--- src/rtl/mem_sync_sp_lsu_port.sv ---
`default_nettype none
// ============================================================================
// Module      : mem_sync_sp_lsu_port
// Description : Load/store front-end for a synchronous single-port memory
//               with byte enables and a one-entry response slot.
// Revision    : 1.0 - initial release
// ============================================================================
module mem_sync_sp_lsu_port #(
    parameter int DEPTH       = 2048,
    parameter int ADDR_WIDTH  = $clog2(DEPTH),
    parameter int DATA_WIDTH  = 64,
    parameter int DATA_BYTES  = DATA_WIDTH / 8,
    parameter int BADDR_WIDTH = ADDR_WIDTH + 3
) (
    input  logic                   clk,
    input  logic                   rst,
    input  logic                   i_req_valid,
    output logic                   o_req_ready,
    input  logic                   i_req_we,
    input  logic [BADDR_WIDTH-1:0] i_req_addr,
    input  logic [1:0]             i_req_size,
    input  logic                   i_req_unsigned,
    input  logic [DATA_WIDTH-1:0]  i_req_wdata,
    output logic                   o_rsp_valid,
    input  logic                   i_rsp_ready,
    output logic [DATA_WIDTH-1:0]  o_rsp_rdata,
    output logic                   o_rsp_err,
    output logic [ADDR_WIDTH-1:0]  o_mem_addr,
    output logic [DATA_WIDTH-1:0]  o_mem_wdata,
    output logic [DATA_BYTES-1:0]  o_mem_wen,
    input  logic [DATA_WIDTH-1:0]  i_mem_rdata
);

    localparam logic [1:0] c_SIZE_BYTE = 2'd0;
    localparam logic [1:0] c_SIZE_HALF = 2'd1;
    localparam logic [1:0] c_SIZE_WORD = 2'd2;

    logic                  w_accept;
    logic                  w_store_en;
    logic                  w_misaligned;
    logic [2:0]            w_off;
    logic [2:0]            w_align_mask;
    logic [DATA_BYTES-1:0] w_size_wen;
    logic [DATA_WIDTH-1:0] w_lane;
    logic [DATA_WIDTH-1:0] w_load;
    logic                  w_sign;

    logic [ADDR_WIDTH-1:0] r_last_addr;
    logic                  r_rsp_valid;
    logic [2:0]            r_off;
    logic [1:0]            r_size;
    logic                  r_unsigned;
    logic                  r_we;
    logic                  r_err;

    // Request decode: alignment mask and unshifted byte-enable pattern per size
    always_comb begin
        w_off        = i_req_addr[2:0];
        w_align_mask = 3'b111;
        w_size_wen   = 8'hFF;
        case (i_req_size)
            c_SIZE_BYTE: begin w_align_mask = 3'b000; w_size_wen = 8'h01; end
            c_SIZE_HALF: begin w_align_mask = 3'b001; w_size_wen = 8'h03; end
            c_SIZE_WORD: begin w_align_mask = 3'b011; w_size_wen = 8'h0F; end
            default:     begin w_align_mask = 3'b111; w_size_wen = 8'hFF; end
        endcase
        w_misaligned = |(w_off & w_align_mask);
    end

    // Reset blocks acceptance so no write enable can leak out while rst is high
    assign o_req_ready = !rst && (!r_rsp_valid || i_rsp_ready);
    assign w_accept    = i_req_valid && o_req_ready;
    assign w_store_en  = w_accept && i_req_we && !w_misaligned;

    assign o_mem_addr  = w_accept   ? i_req_addr[BADDR_WIDTH-1:3] : r_last_addr;
    assign o_mem_wen   = w_store_en ? (w_size_wen << w_off) : '0;
    assign o_mem_wdata = w_store_en ? (i_req_wdata << {w_off, 3'b000}) : '0;

    always_ff @(posedge clk or posedge rst) begin
        if (rst) begin
            r_last_addr <= '0;
            r_rsp_valid <= 1'b0;
            r_off       <= 3'd0;
            r_size      <= 2'd0;
            r_unsigned  <= 1'b0;
            r_we        <= 1'b0;
            r_err       <= 1'b0;
        end else begin
            if (w_accept) begin
                r_last_addr <= i_req_addr[BADDR_WIDTH-1:3];
                r_rsp_valid <= 1'b1;
                r_off       <= w_off;
                r_size      <= i_req_size;
                r_unsigned  <= i_req_unsigned;
                r_we        <= i_req_we;
                r_err       <= w_misaligned;
            end else if (i_rsp_ready) begin
                r_rsp_valid <= 1'b0;
            end
        end
    end

    // Load formatting works straight off the memory output, which stays stable
    // during a stall because the word address is held.
    always_comb begin
        w_lane = i_mem_rdata >> {r_off, 3'b000};
        w_sign = 1'b0;
        w_load = w_lane;
        case (r_size)
            c_SIZE_BYTE: begin
                w_sign = !r_unsigned && w_lane[7];
                w_load = {{56{w_sign}}, w_lane[7:0]};
            end
            c_SIZE_HALF: begin
                w_sign = !r_unsigned && w_lane[15];
                w_load = {{48{w_sign}}, w_lane[15:0]};
            end
            c_SIZE_WORD: begin
                w_sign = !r_unsigned && w_lane[31];
                w_load = {{32{w_sign}}, w_lane[31:0]};
            end
            default: begin
                w_sign = 1'b0;
                w_load = w_lane;
            end
        endcase
    end

    assign o_rsp_valid = r_rsp_valid;
    assign o_rsp_err   = r_rsp_valid && r_err;
    assign o_rsp_rdata = (r_rsp_valid && !r_we && !r_err) ? w_load : '0;

endmodule
`default_nettype wire

--- config.mk ---
export PLATFORM = sky130hd
export DESIGN_NAME = mem_sync_sp_lsu_port
export DESIGN_NICKNAME = d
export VERILOG_FILES = /design/src/rtl/mem_sync_sp_lsu_port.sv
export SDC_FILE = /design/constraint.sdc
export NUM_CORES = 1
export LEC_CHECK = 0
export BUFFER_PORTS_ARGS = -buffer_cell sky130_fd_sc_hd__buf_2
export CELL_PAD_IN_SITES_DETAIL_PLACEMENT = 2
export CELL_PAD_IN_SITES_GLOBAL_PLACEMENT = 2
export CORE_ASPECT_RATIO = 1.1
export CORE_UTILIZATION = 25
export CTS_BUF_LIST = sky130_fd_sc_hd__clkbuf_2 sky130_fd_sc_hd__clkbuf_4 sky130_fd_sc_hd__clkbuf_8
export CTS_CLUSTER_DIAMETER = 30
export DETAILED_ROUTE_END_ITERATION = 12
export GPL_TIMING_DRIVEN = 0
export PLACE_DENSITY = 0.93
export SETUP_SLACK_MARGIN = 0.2
export SLEW_MARGIN = 20
export SYNTH_ARGS = -nofsm -noshare
export SYNTH_HDL_FRONTEND = slang
export SYNTH_SLANG_ARGS = --single-unit
--- constraint.sdc ---
create_clock -name clk -period 4.8 [get_ports clk]
set_clock_uncertainty 0.2 [all_clocks]
set_input_delay 1.44 -clock clk [delete_from_list [all_inputs] [get_ports clk]]
set_output_delay 1.44 -clock clk [all_outputs]
set_load 0.005 [all_outputs]
# Yosys cells after proc, flatten, opt, wreduce, memory -nomap -nowiden
# Index checks and enable logic that the tools add are counted.
# op_classes
bitwise,1
reduce_logical,21
eq_ne,4
mux,9
shift,3
# op_table
operator,n
$pmux W64 S3,1
$mux W64,2
$shl A64 B6 Y64,1
$shr A64 B6 Y64,1
$pmux W8 S3,1
$mux W11,1
$logic_and A1 B1 Y1,10
$pmux W3 S3,1
$mux W8,1
$shl A8 B3 Y8,1
$logic_not A1 Y1,6
$eq A2 B1 Y1 const B,2
$eq A2 B2 Y1 const B,2
$logic_not A2 Y1,2
$and A3 B3 Y3,1
$reduce_or A3 Y1,1
$mux W1,2
$reduce_bool A2 Y1,1
$logic_or A1 B1 Y1,1
# word_totals
output_inout_bits,150
wordCells,45
regBits,20
input_bits,150

# Depth between registers and ports, before layout
# depth
word_depth,7
ltp_mapped,8
depth_no_buf,4

# Worst setup path after synthesis
# No wires, ideal clock.
# synth_timing
path_type,input -> output
startpoint,input rst
endpoint,output o_mem_addr[0]
n_path_buf,2
required_ns,3.160
path_stages,5
path_slack_ns,0.108
arrival_time_ns,3.052
cell_sequence,inv_1 > and3_1 > clkbuf_1 > buf_1 > mux2_2
# synth_between
elab_chain_len,4
# synth_rtl
item,line,source
from (decl),16,"input logic rst,"
$logic_not A1 Y1 (no source line),--,
$logic_and A1 B1 Y1,71,assign o_req_ready = !rst && (!r_rsp_valid || i_rsp_ready);
$logic_and A1 B1 Y1,72,assign w_accept = i_req_valid && o_req_ready;
$mux W11,75,assign o_mem_addr = w_accept ? i_req_addr[BADDR_WIDTH-1:3] : r_last_addr;
to (decl),28,"output logic [ADDR_WIDTH-1:0] o_mem_addr,"
# Every way passes these cells.

# Final worst setup path
# layout_timing
startpoint,input i_mem_rdata[55]
endpoint,output o_rsp_rdata[23]
# layout_between
elab_chain_len,4
word_cells_on_any_way,5
# layout_rtl
item,line,source
from (decl),31,input logic [DATA_WIDTH-1:0] i_mem_rdata
$shr A64 B6 Y64 *,106,"w_lane = i_mem_rdata >> {r_off, 3'b000};"
"$logic_and A1 B1 Y1, on equally long branches","115, 111",
$pmux W64 S3 *,109,case (r_size)
$mux W64 *,131,assign o_rsp_rdata = (r_rsp_valid && !r_we && !r_err) ? w_load : '0;
to (decl),26,"output logic [DATA_WIDTH-1:0] o_rsp_rdata,"
# Every way passes the cells marked *; elsewhere a longest branch is shown, timed or not.

==> flow_metrics.tcl <==
set metrics [dict create \
    end_kind "output port" \
    core_mm2 0.0214 \
    htree_levels 1 \
    io_buffers 296 \
    yosys_warnings 0 \
    final_nets 1133 \
    setup_viol 0 \
    comb_power_share_pct 78.1 \
    power_mw 1.78 \
    place.gp.congestion 1.03 \
    fin_cells 1272 \
    clk_latency_ns 0.25 \
    hpwl_mm 27.6 \
    grt_pass1_wl_mm 51.2 \
    regArea_um2 500 \
    p_int_mw 0.862 \
    num_rows 56 \
    firstDrtPassIters 5 \
    die_w_um 143 \
    hold_ws_ns 0.298 \
    holdCritPathClass "reg2reg" \
    cts.sinks 20 \
    outcome "completed" \
    path_class "in2out" \
    cts_tree "done" \
    worstPathCellList "buf_4 > mux2i_4 > o211ai_1 > nand4_1 > buf_6 > buf_4 > buf_8 > a31oi_1 > buf_2" \
    grt_pass1_vias 8256 \
    critPathTopFamily "buffers and inverters" \
    layout-area-overhead-vs-synth_pct 47.1 \
    diodes 0 \
    placed_area_mm2 0.00736 \
    num-fill-cells 2470 \
    worst_pin_slew_ns 0.879 \
    crit_path_max_incr_delay_ns 0.28 \
    wirelength_mm 37.8 \
    multi_input_area_mm2 0.00495 \
    yosysUniqueCellTypes 46 \
    vias_per_cell 6.16 \
    crit_fanout 10 \
    cp.required_ns 3.16 \
    slew_headroom_pct 41.4 \
    root_buffer "clkbuf_8" \
    antenna_found_initial 1 \
    ys_seq_area_share_pct 9.09 \
    wl_per_cell_um 29.7 \
    grt.total_usage_pct 30.6 \
    p_seq_share_pct 12.4 \
    crit_buf_inv 5 \
    start_kind "input pin" \
    clkPwrFrac_pct 9.5 \
    synth_area_per_cell_um2 8.20 \
    powerDensity_mw_per_mm2 220 \
    pin_count 300 \
    drc 0 \
    switching_share_pct 51.6 \
    cp_slowest_cell "nand4_1" \
    synthesis.area_mm2 0.00550 \
    slew_viol_final 0 \
    p_switching_mw 0.918 \
    synth_nets 821 \
    cts_made_buffers 3 \
    final_hold_viol_count 0 \
    netlist_instances 671 \
    dieHeight_um 158 \
    vdd.ir_drop.worst_v 0.000144 \
    critPathArrivalTime_ns 3.07 \
    clk_pin_slew_ns 0.08 \
    synthFlopType "dfrtp_1" \
    drive_gt1_share_pct 51.6 \
    leakagePower_nw 3.82 \
    maxCapViolations 0 \
    vias 7832 \
    fin_area_mm2 0.00809 \
    final_util_pct 37.8 \
    synth-edff-count 0 \
    first_iter_violations 518 \
    max-clock-path-buffers 2 \
    synth-seq-cells 20 \
    rsz0062_at_grt "yes" \
    dp_slack_ns -0.671 \
    design.die.area_mm2 0.0226 \
    grt_max_degree 13 \
    grt_overflow_total 0 \
    fmax_mhz 212 \
    tns_ns 0 \
    fin_crit_sh_pct 98.1 \
    initial_core_util_pct 25.7 \
    fin_ws_ns 0.0919 \
    dpl.cell_count 1257 \
    antenna_left 0 \
    cp_common_cell "buf_4" \
    period_minus_slack_ns 4.71 \
    async_flop_share_pct 100 \
]
-- final cells by class --
cell class	count	share of cell area, %
Timing Repair inverter	1	0.0618
Buffer	85	7.33
Clock inverter	1	0.371
Sequential cell	20	6.18
Timing Repair Buffer	307	19.6
Multi-Input combinational cell	560	61.1
Inverter	5	0.340
Tap cell	290	4.48
Clock buffer	3	0.510
-- registers in the layout, summed over array words and instances (netlist names) --
signal       flops
r_size           2
r_err            1
r_off            3
o_rsp_valid      1
r_last_addr     11
r_we             1
r_unsigned       1
-- cells in the mapped netlist (2+ instances only) --
cell       instances  area share [%]
a21oi_1           54             4.9
a21oi_2            7             1.1
a22o_1             7             1.1
a22oi_1            4            0.55
a311oi_1          32             5.1
a31oi_1           24             2.7
a32oi_1            9             1.4
and2_1             3            0.34
and3_1            17             1.9
buf_1              8            0.55
buf_12             2            0.73
buf_2             26             2.4
buf_4              6            0.82
clkbuf_1          41             2.8
clkbuf_4           2            0.27
dfrtp_1           20             9.1
inv_1              3            0.20
inv_2              2            0.14
mux2_2            24             4.9
mux2i_1           86              16
mux4_1            13             6.2
mux4_2            39              16
nand2_1           89             6.1
nand2b_1          18             2.0
nand3_1            4            0.36
nand4_1            3            0.34
nor2_1            65             4.4
nor2b_1            5            0.57
nor3_1            18             1.6
o211ai_1           2            0.27
o21ai_0            4            0.36
o21bai_1           8             1.1
o2bb2ai_1         13             2.1
-- worst paths after layout --
kind	endpoint	slack, ns	cells after the start	from
setup / recovery	o_rsp_rdata[23]	0.09	9	i_mem_rdata[55]
hold / removal	r_last_addr[6]	0.30	1	r_last_addr[6]
setup reg to reg	r_off[2]	2.18	5	r_off[2]
hold reg to reg	r_last_addr[6]	0.30	1	r_last_addr[6]
max in group asynchronous	o_rsp_valid	3.07	2	rst
min in group asynchronous	r_last_addr[0]	1.03	2	rst
-- worst reg2reg max path, cell delays in order, from the launching register on --
cell	delay (ns)
dfrtp_1	0.44
clkbuf_1	0.33
inv_1	0.18
clkbuf_1	0.42
buf_1	0.68
o21ai_0	0.22
-- cells in the final DEF (no fill, tap or decap), types with 5 or more instances in the layout --
master / netlist / routed
nor2b_1: 5 / 5
a22o_1: 7 / 7
clkbuf_2: 0 / 11
clkbuf_1: 41 / 18
mux2i_1: 86 / 79
o2bb2ai_1: 13 / 13
nand2b_1: 18 / 18
dfrtp_1: 20 / 20
nor2_1: 65 / 61
clkbuf_4: 2 / 13
buf_2: 26 / 306
buf_6: 1 / 12
nor3_1: 18 / 16
a21oi_1: 54 / 53
a311oi_1: 32 / 6
mux4_2: 39 / 39
buf_4: 6 / 24
and3_1: 17 / 16
mux4_1: 13 / 13
nand2_1: 89 / 89
a31oi_1: 24 / 19
a21oi_2: 7 / 7
a311oi_2: 0 / 25
mux2_2: 24 / 24
o21bai_1: 8 / 8
nor2_2: 1 / 5
a32oi_1: 9 / 8
-- repair_timing --
| item | CTS | global route |
|---|---|---|
| gates resized for setup | 99 | 52 |
| cloned | 1 | 0 |
| hold buffers | 0 | 0 |
| pin swaps | 6 | 13 |
| setup endpoints to repair | 139 | 76 |
| setup buffers | 7 | 4 |
-- metal layers --
metal,up-vias,track usage [%],wire length [µm]
li1,3201,-,-
met1,3890,33.2,13400
met2,585,56.2,19000
met3,154,4.72,3410
met4,2,17.5,2010
met5,-,0,10
-- power by group through the flow --
stage,Clock (mW),Combinational (mW),Sequential (mW)
final,0.169,1.39,0.221
after detailed placement,0,1.16,0.221
after global placement,0,1.12,0.218
after floorplan,0,0.742,0.213
after CTS,0.175,1.24,0.218
after global routing,0.180,1.44,0.224
-- kinds of logic (layout without fill, tap and decap cells) --
group | Yosys count | after routing | share of synthesized area [%]
and+or+nand+nor | 229 | 229 | 18.7
AOI/OAI and AO/OA | 169 | 169 | 21.4
muxes | 162 | 162 | 42.7
buffers and inverters | 91 | 402 | 8.07
DFF | 20 | 20 | 9.09
(Power assumes the default switching activity.)
